`config.mk`:
```
export PLATFORM = sky130hd
export DESIGN_NAME = darkbus_axil_bridge_flat
export DESIGN_NICKNAME = d
export VERILOG_FILES = /design/src/rtl/darkbus_pkg.sv /design/src/rtl/darkbus_axil_bridge_if.sv /design/src/rtl/darkbus_timeout.sv /design/src/rtl/darkbus_axil_bridge.sv /design/src/flat_wrapper.sv
export SDC_FILE = /design/constraint.sdc
export NUM_CORES = 1
export LEC_CHECK = 0
export CORE_MARGIN = 5
export CORE_UTILIZATION = 47
export CTS_CLUSTER_SIZE = 8
export DETAILED_ROUTE_END_ITERATION = 6
export PLACE_DENSITY = 0.87
export SLEW_MARGIN = 20
export SYNTH_ARGS = -nofsm -noshare
export SYNTH_HDL_FRONTEND = slang
export SYNTH_SLANG_ARGS = --single-unit
```
`constraint.sdc`:
```
create_clock -name XCLK -period 8.1 [get_ports XCLK]
set_input_delay 1.62 -clock XCLK [delete_from_list [all_inputs] [get_ports XCLK]]
set_output_delay 1.62 -clock XCLK [all_outputs]
set_load 0.01 [all_outputs]
```
`src/rtl/darkbus_pkg.sv`:
```
// Shared types and constants for the device_bus to AXI4-Lite bridge.
package darkbus_pkg;

    typedef enum logic [2:0] {
        ST_IDLE,
        ST_WR_REQ,
        ST_WR_RESP,
        ST_RD_REQ,
        ST_RD_RESP,
        ST_ACK
    } state_t;

    localparam logic [1:0] AXI_RESP_OKAY   = 2'b00;
    localparam logic [1:0] AXI_RESP_EXOKAY = 2'b01;
    localparam logic [1:0] AXI_RESP_SLVERR = 2'b10;
    localparam logic [1:0] AXI_RESP_DECERR = 2'b11;

    localparam logic [31:0] DEFAULT_ERR_DATA = 32'hDEAD_BEEF;
    localparam int unsigned DEFAULT_TIMEOUT  = 1024;

    // Word-aligned window offset relocated onto the AXI map, wrapping at 2^32.
    function automatic logic [31:0] axi_addr(input logic [31:0] base, input logic [31:0] offset);
        return base + (offset & 32'hFFFF_FFFC);
    endfunction

endpackage

```
`src/rtl/darkbus_axil_bridge_if.sv`:
```
// Bundle of device_bus responder signals and the AXI4-Lite master channels.
interface darkbus_axil_bridge_if;
    logic        EN;
    logic        RE;
    logic        WE;
    logic [3:0]  BE;
    logic [31:0] ADDR;
    logic [31:0] WDATA_I;
    logic [31:0] RDATA_O;
    logic        RACK;
    logic        WACK;
    logic        ERR;

    logic [31:0] M_AWADDR;
    logic        M_AWVALID;
    logic        M_AWREADY;
    logic [31:0] M_WDATA;
    logic [3:0]  M_WSTRB;
    logic        M_WVALID;
    logic        M_WREADY;
    logic [1:0]  M_BRESP;
    logic        M_BVALID;
    logic        M_BREADY;
    logic [31:0] M_ARADDR;
    logic        M_ARVALID;
    logic        M_ARREADY;
    logic [31:0] M_RDATA;
    logic [1:0]  M_RRESP;
    logic        M_RVALID;
    logic        M_RREADY;

    // The bridge: answers the core bus and masters the AXI channels.
    modport master (
        input  EN, RE, WE, BE, ADDR, WDATA_I,
        output RDATA_O, RACK, WACK, ERR,
        output M_AWADDR, M_AWVALID, input M_AWREADY,
        output M_WDATA, M_WSTRB, M_WVALID, input M_WREADY,
        input  M_BRESP, M_BVALID, output M_BREADY,
        output M_ARADDR, M_ARVALID, input M_ARREADY,
        input  M_RDATA, M_RRESP, M_RVALID, output M_RREADY
    );

    // The surroundings: core-side requester plus the AXI slave.
    modport slave (
        output EN, RE, WE, BE, ADDR, WDATA_I,
        input  RDATA_O, RACK, WACK, ERR,
        input  M_AWADDR, M_AWVALID, output M_AWREADY,
        input  M_WDATA, M_WSTRB, M_WVALID, output M_WREADY,
        output M_BRESP, M_BVALID, input M_BREADY,
        input  M_ARADDR, M_ARVALID, output M_ARREADY,
        output M_RDATA, M_RRESP, M_RVALID, input M_RREADY
    );
endinterface

```
`src/rtl/darkbus_timeout.sv`:
```
// Saturating phase-wait counter; pulses o_expired on the cycle the limit is reached.
module darkbus_timeout #(
    parameter int unsigned W = 32
) (
    input  logic         i_clk,
    input  logic         i_rst,
    input  logic         i_clr,
    input  logic         i_en,
    input  logic [W-1:0] i_limit,
    output logic         o_expired
);
    logic [W-1:0] r_count;

    // A zero limit disables expiry entirely.
    assign o_expired = i_en && (i_limit != '0) && (r_count == i_limit - 1'b1);

    always_ff @(posedge i_clk or posedge i_rst) begin
        if (i_rst) begin
            r_count <= '0;
        end else if (i_clr || o_expired) begin
            r_count <= '0;
        end else if (i_en && (r_count != '1)) begin
            r_count <= r_count + 1'b1;
        end
    end
endmodule

```
`src/rtl/darkbus_axil_bridge.sv`:
```
// device_bus responder that turns each read/write into one AXI4-Lite transaction,
// with address relocation and a per-phase response timeout.
module darkbus_axil_bridge
    import darkbus_pkg::*;
#(
    parameter logic [31:0] AXI_BASE = 32'h0000_0000,
    parameter int unsigned TIMEOUT  = DEFAULT_TIMEOUT,
    parameter logic [31:0] ERR_DATA = DEFAULT_ERR_DATA
) (
    input logic XCLK,
    input logic XRES,
    darkbus_axil_bridge_if.master bus
);
    state_t      r_state;
    logic [31:0] r_addr;
    logic [31:0] r_wdata;
    logic [31:0] r_rdata;
    logic [3:0]  r_wstrb;
    logic        r_awvalid, r_wvalid, r_bready, r_arvalid, r_rready;
    logic        r_aw_done, r_w_done;
    logic        r_rack, r_wack, r_err;

    logic        w_waiting, w_aw_hs, w_w_hs, w_progress, w_expired, w_timeout, w_tmo_clr;

    assign w_waiting = r_state inside {ST_WR_REQ, ST_WR_RESP, ST_RD_REQ, ST_RD_RESP};
    assign w_aw_hs   = r_awvalid && bus.M_AWREADY;
    assign w_w_hs    = r_wvalid && bus.M_WREADY;

    always_comb begin
        w_progress = 1'b0;
        case (r_state)
            ST_WR_REQ:  w_progress = (r_aw_done || w_aw_hs) && (r_w_done || w_w_hs);
            ST_WR_RESP: w_progress = r_bready && bus.M_BVALID;
            ST_RD_REQ:  w_progress = w_aw_hs || (r_arvalid && bus.M_ARREADY);
            ST_RD_RESP: w_progress = r_rready && bus.M_RVALID;
            default:    w_progress = 1'b0;
        endcase
    end

    // A handshake landing on the expiry cycle still counts as a normal completion.
    assign w_timeout = w_expired && !w_progress;
    assign w_tmo_clr = !w_waiting || w_progress;

    darkbus_timeout #(.W(32)) u_timeout (
        .i_clk     (XCLK),
        .i_rst     (XRES),
        .i_clr     (w_tmo_clr),
        .i_en      (w_waiting),
        .i_limit   (32'(TIMEOUT)),
        .o_expired (w_expired)
    );

    always_ff @(posedge XCLK or posedge XRES) begin
        if (XRES) begin
            r_state   <= ST_IDLE;
            r_addr    <= '0;
            r_wdata   <= '0;
            r_rdata   <= '0;
            r_wstrb   <= '0;
            r_awvalid <= 1'b0;
            r_wvalid  <= 1'b0;
            r_bready  <= 1'b0;
            r_arvalid <= 1'b0;
            r_rready  <= 1'b0;
            r_aw_done <= 1'b0;
            r_w_done  <= 1'b0;
            r_rack    <= 1'b0;
            r_wack    <= 1'b0;
            r_err     <= 1'b0;
        end else begin
            case (r_state)
                ST_IDLE: begin
                    if (bus.EN && (bus.WE || bus.RE)) begin
                        r_addr  <= axi_addr(AXI_BASE, bus.ADDR);
                        r_wstrb <= bus.BE;
                        r_wdata <= bus.WDATA_I;
                    end
                    if (bus.EN && bus.WE) begin
                        r_state   <= ST_WR_REQ;
                        r_awvalid <= 1'b1;
                        r_wvalid  <= 1'b1;
                        r_aw_done <= 1'b0;
                        r_w_done  <= 1'b0;
                        if (bus.RE) r_err <= 1'b1;
                    end else if (bus.EN && bus.RE) begin
                        r_state   <= ST_RD_REQ;
                        r_arvalid <= 1'b1;
                    end
                end
                ST_WR_REQ: begin
                    if (w_timeout) begin
                        r_awvalid <= 1'b0;
                        r_wvalid  <= 1'b0;
                        r_err     <= 1'b1;
                        r_wack    <= 1'b1;
                        r_state   <= ST_ACK;
                    end else begin
                        if (w_aw_hs) begin
                            r_awvalid <= 1'b0;
                            r_aw_done <= 1'b1;
                        end
                        if (w_w_hs) begin
                            r_wvalid <= 1'b0;
                            r_w_done <= 1'b1;
                        end
                        if (w_progress) begin
                            r_bready <= 1'b1;
                            r_state  <= ST_WR_RESP;
                        end
                    end
                end
                ST_WR_RESP: begin
                    if (w_timeout || w_progress) begin
                        r_bready <= 1'b0;
                        r_wack   <= 1'b1;
                        r_state  <= ST_ACK;
                        if (w_timeout || (bus.M_BRESP != AXI_RESP_OKAY)) r_err <= 1'b1;
                    end
                end
                ST_RD_REQ: begin
                    if (w_timeout) begin
                        r_arvalid <= 1'b0;
                        r_err     <= 1'b1;
                        r_rdata   <= ERR_DATA;
                        r_rack    <= 1'b1;
                        r_state   <= ST_ACK;
                    end else if (r_arvalid && bus.M_ARREADY) begin
                        r_arvalid <= 1'b0;
                        r_rready  <= 1'b1;
                        r_state   <= ST_RD_RESP;
                    end
                end
                ST_RD_RESP: begin
                    if (w_timeout || w_progress) begin
                        r_rready <= 1'b0;
                        r_rack   <= 1'b1;
                        r_state  <= ST_ACK;
                        if (!w_timeout && (bus.M_RRESP == AXI_RESP_OKAY)) begin
                            r_rdata <= bus.M_RDATA;
                        end else begin
                            r_rdata <= ERR_DATA;
                            r_err   <= 1'b1;
                        end
                    end
                end
                default: begin
                    r_rack  <= 1'b0;
                    r_wack  <= 1'b0;
                    r_state <= ST_IDLE;
                end
            endcase
        end
    end

    assign bus.RDATA_O   = r_rdata;
    assign bus.RACK      = r_rack;
    assign bus.WACK      = r_wack;
    assign bus.ERR       = r_err;
    assign bus.M_AWADDR  = r_addr;
    assign bus.M_AWVALID = r_awvalid;
    assign bus.M_WDATA   = r_wdata;
    assign bus.M_WSTRB   = r_wstrb;
    assign bus.M_WVALID  = r_wvalid;
    assign bus.M_BREADY  = r_bready;
    assign bus.M_ARADDR  = r_addr;
    assign bus.M_ARVALID = r_arvalid;
    assign bus.M_RREADY  = r_rready;
endmodule

```
`src/flat_wrapper.sv`:
```
// flat-port wrapper written by rule: the top's interface ports become plain ports
module darkbus_axil_bridge_flat import darkbus_pkg::*;
#(
    parameter logic [31:0] AXI_BASE = 32'h0000_0000,
    parameter int unsigned TIMEOUT  = DEFAULT_TIMEOUT,
    parameter logic [31:0] ERR_DATA = DEFAULT_ERR_DATA
)
  (XCLK, XRES, bus_EN, bus_RE, bus_WE, bus_BE, bus_ADDR, bus_WDATA_I, bus_RDATA_O, bus_RACK, bus_WACK, bus_ERR, bus_M_AWADDR, bus_M_AWVALID, bus_M_AWREADY, bus_M_WDATA, bus_M_WSTRB, bus_M_WVALID, bus_M_WREADY, bus_M_BRESP, bus_M_BVALID, bus_M_BREADY, bus_M_ARADDR, bus_M_ARVALID, bus_M_ARREADY, bus_M_RDATA, bus_M_RRESP, bus_M_RVALID, bus_M_RREADY);
  darkbus_axil_bridge_if bus_i ();
  input logic XCLK;
  input logic XRES;
  input wire logic [$bits(bus_i.EN)-1:0] bus_EN;
  input wire logic [$bits(bus_i.RE)-1:0] bus_RE;
  input wire logic [$bits(bus_i.WE)-1:0] bus_WE;
  input wire logic [$bits(bus_i.BE)-1:0] bus_BE;
  input wire logic [$bits(bus_i.ADDR)-1:0] bus_ADDR;
  input wire logic [$bits(bus_i.WDATA_I)-1:0] bus_WDATA_I;
  output wire logic [$bits(bus_i.RDATA_O)-1:0] bus_RDATA_O;
  output wire logic [$bits(bus_i.RACK)-1:0] bus_RACK;
  output wire logic [$bits(bus_i.WACK)-1:0] bus_WACK;
  output wire logic [$bits(bus_i.ERR)-1:0] bus_ERR;
  output wire logic [$bits(bus_i.M_AWADDR)-1:0] bus_M_AWADDR;
  output wire logic [$bits(bus_i.M_AWVALID)-1:0] bus_M_AWVALID;
  input wire logic [$bits(bus_i.M_AWREADY)-1:0] bus_M_AWREADY;
  output wire logic [$bits(bus_i.M_WDATA)-1:0] bus_M_WDATA;
  output wire logic [$bits(bus_i.M_WSTRB)-1:0] bus_M_WSTRB;
  output wire logic [$bits(bus_i.M_WVALID)-1:0] bus_M_WVALID;
  input wire logic [$bits(bus_i.M_WREADY)-1:0] bus_M_WREADY;
  input wire logic [$bits(bus_i.M_BRESP)-1:0] bus_M_BRESP;
  input wire logic [$bits(bus_i.M_BVALID)-1:0] bus_M_BVALID;
  output wire logic [$bits(bus_i.M_BREADY)-1:0] bus_M_BREADY;
  output wire logic [$bits(bus_i.M_ARADDR)-1:0] bus_M_ARADDR;
  output wire logic [$bits(bus_i.M_ARVALID)-1:0] bus_M_ARVALID;
  input wire logic [$bits(bus_i.M_ARREADY)-1:0] bus_M_ARREADY;
  input wire logic [$bits(bus_i.M_RDATA)-1:0] bus_M_RDATA;
  input wire logic [$bits(bus_i.M_RRESP)-1:0] bus_M_RRESP;
  input wire logic [$bits(bus_i.M_RVALID)-1:0] bus_M_RVALID;
  output wire logic [$bits(bus_i.M_RREADY)-1:0] bus_M_RREADY;
  assign bus_i.EN = bus_EN;
  assign bus_i.RE = bus_RE;
  assign bus_i.WE = bus_WE;
  assign bus_i.BE = bus_BE;
  assign bus_i.ADDR = bus_ADDR;
  assign bus_i.WDATA_I = bus_WDATA_I;
  assign bus_RDATA_O = bus_i.RDATA_O;
  assign bus_RACK = bus_i.RACK;
  assign bus_WACK = bus_i.WACK;
  assign bus_ERR = bus_i.ERR;
  assign bus_M_AWADDR = bus_i.M_AWADDR;
  assign bus_M_AWVALID = bus_i.M_AWVALID;
  assign bus_i.M_AWREADY = bus_M_AWREADY;
  assign bus_M_WDATA = bus_i.M_WDATA;
  assign bus_M_WSTRB = bus_i.M_WSTRB;
  assign bus_M_WVALID = bus_i.M_WVALID;
  assign bus_i.M_WREADY = bus_M_WREADY;
  assign bus_i.M_BRESP = bus_M_BRESP;
  assign bus_i.M_BVALID = bus_M_BVALID;
  assign bus_M_BREADY = bus_i.M_BREADY;
  assign bus_M_ARADDR = bus_i.M_ARADDR;
  assign bus_M_ARVALID = bus_i.M_ARVALID;
  assign bus_i.M_ARREADY = bus_M_ARREADY;
  assign bus_i.M_RDATA = bus_M_RDATA;
  assign bus_i.M_RRESP = bus_M_RRESP;
  assign bus_i.M_RVALID = bus_M_RVALID;
  assign bus_M_RREADY = bus_i.M_RREADY;
  darkbus_axil_bridge #(.AXI_BASE(AXI_BASE), .TIMEOUT(TIMEOUT), .ERR_DATA(ERR_DATA)) u_core (.XCLK(XCLK), .XRES(XRES), .bus(bus_i));
endmodule
```
==> flow_metrics.env <==
export IMPL_chipHeight_um=126.6
export IMPL_layout_cells_most_common="clkdlybuf4s50_1"
export IMPL_outcome="complete, no violations"
export IMPL_power_switching_fraction_pct=31.61
export IMPL_io_pins=254
export IMPL_clock_tree_root_cell="clkbuf_16"
export IMPL_report_final_hold_viol_count=0
export IMPL_startpoint="bus_M_AWREADY"
export IMPL_area_sequential_mm2=0.003578
export IMPL_filler_cell_count=879
export IMPL_crit_path_cell_trace="clkdlybuf4s50_1, nand2_1, a21boi_0, nor3_1, nand3b_1, o22a_1"
export IMPL_power_frac_clock_pct=22.9
export IMPL_netSwitchingPower_mw=1.079
export IMPL_timing_worst_setup_path_type="input pin to register"
export IMPL_synthToLayoutAreaGrowth_pct=46.92
export IMPL_cts_hold_fix_buffers=0
export IMPL_die_width_um=126.6
export IMPL_setup_repair_bufs_after_cts=0
export IMPL_core_mm2=0.01330
export IMPL_dr_total_vias=5114
export IMPL_synth_main_ff_cell="dfrtp_1"
export IMPL_ant_nets=0
export IMPL_worst_path_max_delay_cell="nand3b_1"
export IMPL_synth_compound_gate_area_share_pct=9.875
export IMPL_synth_seq_area_share_pct=56.03
export IMPL_synth_warnings=0
export IMPL_unrepaired_setup_endpoints_after_global_routing="false"
export IMPL_cts_sinks=143
export IMPL_finalPower_mw=3.412
export IMPL_post_synth_and_or_nand_nor_area_fraction_pct=12.77
export IMPL_final_layout_size_suffix_gt1_share_pct=14.55
export IMPL_endpoint_of_the_lowest_slack_register_to_register_path="u_core.bus.RDATA_O[31]$_DFFE_PP0P_"
export IMPL_area_of_the_multi_input_gates_mm2=0.002435
export IMPL_setup_worst_path_end_class="register"
export IMPL_h_tree_depth=4
export IMPL_max_slew_margin_rel_pct=35.65
export IMPL_holdWs_ns=0.4854
export IMPL_clock_tree_from_tritoncts="built"
export IMPL_clk_transition_reported_paths_ns=0.06
export IMPL_final_area_mm2=0.009383
export IMPL_top_layer_used="met4"
export IMPL_achievable_frequency_ghz=0.2686
export IMPL_synth_ff_latch_count=143
export IMPL_dp_hpwl_mm=12.87
export IMPL_gp_congestion=0.8857
export IMPL_postRouteWirelength_mm=17.61
export IMPL_cts_root_to_sink_buffers=2
export IMPL_firstDrtPassIters=5
export IMPL_reg2reg_slack_ns=5.23
export IMPL_pwr_density_cell_mw_per_mm2=363.7
export IMPL_route_detailed_drc=0
export IMPL_worst_path_dominant_cell_family="simple AND/OR/NAND/NOR gates"
export IMPL_num_nets_final=873
export IMPL_routedWlPerCell_um=18.61
export IMPL_synth_xor_area_share_pct=3.292
export IMPL_timing_final_max_slew_violations=0
export IMPL_tns_ns=0
export IMPL_post_synth_cell_types=58
export IMPL_tritoncts_num_buffers=17
export IMPL_clkLatencyLatePin_ns=0.41
export IMPL_post_synthesis_mux_area_share_pct=11.64
export IMPL_drt_first_iter_violations=459
export IMPL_layout_min_cycle_time_ns=3.723
export IMPL_initial_antenna_violation_count=0
export IMPL_post_synth_cell_area_avg_um2=11.87
export IMPL_layout_cells_most_common_list="247 x clkdlybuf4s50_1, 143 x dfrtp_1, 66 x mux2_2"
export IMPL_routed_wl_met2_mm=9.317
export IMPL_sequential_power_share_pct=34.3
export IMPL_worst_ep_required_time_ns=8.39
export IMPL_worst_path_max_fanout=24
export IMPL_syn_area_mm2=0.006386
export IMPL_clock_skew_after_layout_ns=0.009779
export IMPL_cts_resizes=0
export IMPL_asyncSetResetFlopFracSynth_pct=100.0
export IMPL_grt_max_degree=81
export IMPL_hold_path_startpoint="u_core.bus.ERR$_DFFE_PP0P_"
export IMPL_grt_util_all_layers_pct=21.62
export IMPL_num_antenna_cells=0
export IMPL_crit_path_start_kind="input pin"
export IMPL_core_rowCount=42
export IMPL_gr_ovfl_total=0
export IMPL_synth_top_family_by_area="simple AND/OR/NAND/NOR gates"
export IMPL_grt_pass1_vias=5222
export IMPL_worst_pin_slew_ns=0.9623
export IMPL_drt_vias_per_instance=5.406
export IMPL_die_area_mm2=0.01602
export IMPL_hold_depth=1
export IMPL_cp_slowest_stage_delay_ns=0.78
export IMPL_critical_path_n_buffers_inverters=1
export IMPL_post_route_period_util_pct=45.97
export IMPL_post_synthesis_instance_total=538
export IMPL_timing_hold_worst_class="register to register"
export IMPL_number_of_max_cap_violations=0
export IMPL_dr_wl_met3_mm=1.419
export IMPL_crit_reg2reg_launch="u_core.r_state[1]$_DFFE_PP0P_"
export IMPL_synth_enable_flop_cells=0
export IMPL_wl_met1_mm=6.395
export IMPL_setup_violations=0
export IMPL_detailed_place_area_mm2=0.008767
export IMPL_post_synth_fa_ha_maj_area_fraction_pct=0.1959
export IMPL_grt_first_pass_wirelength_mm=27.59
export IMPL_worstHoldEndpoint="u_core.bus.ERR$_DFFE_PP0P_"
export IMPL_vdd_drop_max_mv=0.2409
export IMPL_p_int_mw=2.334
export IMPL_count_of_cells_along_the_worst_register_to_register_path=5
export IMPL_start_util_pct=48.03
export IMPL_power_leakage_nw=3.780
export IMPL_cp_arrival_ns=4.02
export IMPL_port_buffers=247
export IMPL_combinational_share_of_power_pct=42.8
[sequential cells by signal, indices dropped and copies added, names as in the netlist, 3 cells and up]
signal / flops
u_core.r_state: 3
u_core.bus.RDATA_O: 32
u_core.bus.M_WSTRB: 4
u_core.bus.M_WDATA: 32
u_core.bus.M_ARADDR: 30
u_core.u_timeout.r_count: 32
[cell families after synthesis]
logic type,Yosys count
flip-flops,143
XOR/XNOR,24
adder cells (fa/ha/maj),1
buffers and inverters,62
multiplexers,66
AND/OR/NAND/NOR,154
other,1
AO/OA/AOI/OAI,87
[power groups by stage]
stage	registers, mW	logic, mW	clock network (mW)
detailed placement	1.18	1.47	0
global placement	1.16	1.44	0
global route	1.21	1.56	0.827
CTS	1.17	1.48	0.789
floorplan	1.26	0.651	0
finish	1.17	1.46	0.781
[area by class of cell]
| type | count | area share [%] |
|---|---|---|
| repair buffers | 251 | 26.88 |
| well taps | 176 | 2.347 |
| clock buffers | 21 | 4.801 |
| inverters | 9 | 0.4134 |
| flip-flops and latches | 143 | 38.14 |
| multi-input cells | 336 | 25.95 |
| clock inverters | 10 | 1.467 |
[routing by layer]
layer,vias up,track usage (%)
li1,2331,-
met1,2521,24.10
met2,228,39.01
met3,34,6.810
met4,0,7.319
met5,-,0
[synthesized netlist by cell type, drive strengths merged (9+ instances only)]
master    n  area (µm²)
buf      46       331.6
dfrtp   143        3578
o22a     24       210.2
nor3     10       55.05
nor4     12       96.34
a21oi    14       70.07
nor2     41       153.9
nand4    10       68.81
nand2    33       131.4
inv       9       33.78
mux2     66       743.2
nand3    18       90.09
o21ai    21       108.9
xnor2    17       148.9
[through the flow]
stage	setup slack (ns)	utilization, %	std cells
2_1_floorplan	2.642	-	541
5_1_grt	4.186	70.57	946
6_report	4.377	70.57	946
4_1_cts	4.393	70.37	945
3_5_place_dp	3.972	65.94	914
3_3_place_gp	4.034	65.94	914
[worst max path at each step]
| stage | endpoint | slack (ns) | cells past startpoint |
|---|---|---|---|
| floorplan | u_core.bus.ERR$_DFFE_PP0P_ | 2.64 | 1 |
| global route | u_core.bus.RDATA_O[31]$_DFFE_PP0P_ | 4.19 | 6 |
| CTS | u_core.bus.RDATA_O[31]$_DFFE_PP0P_ | 4.39 | 6 |
| finish | u_core.bus.RDATA_O[31]$_DFFE_PP0P_ | 4.38 | 6 |
| detailed placement | u_core.bus.RDATA_O[31]$_DFFE_PP0P_ | 3.97 | 6 |
| global placement | u_core.bus.RDATA_O[19]$_DFFE_PP0P_ | 4.03 | 6 |
Power figures use the tool's default switching activity.
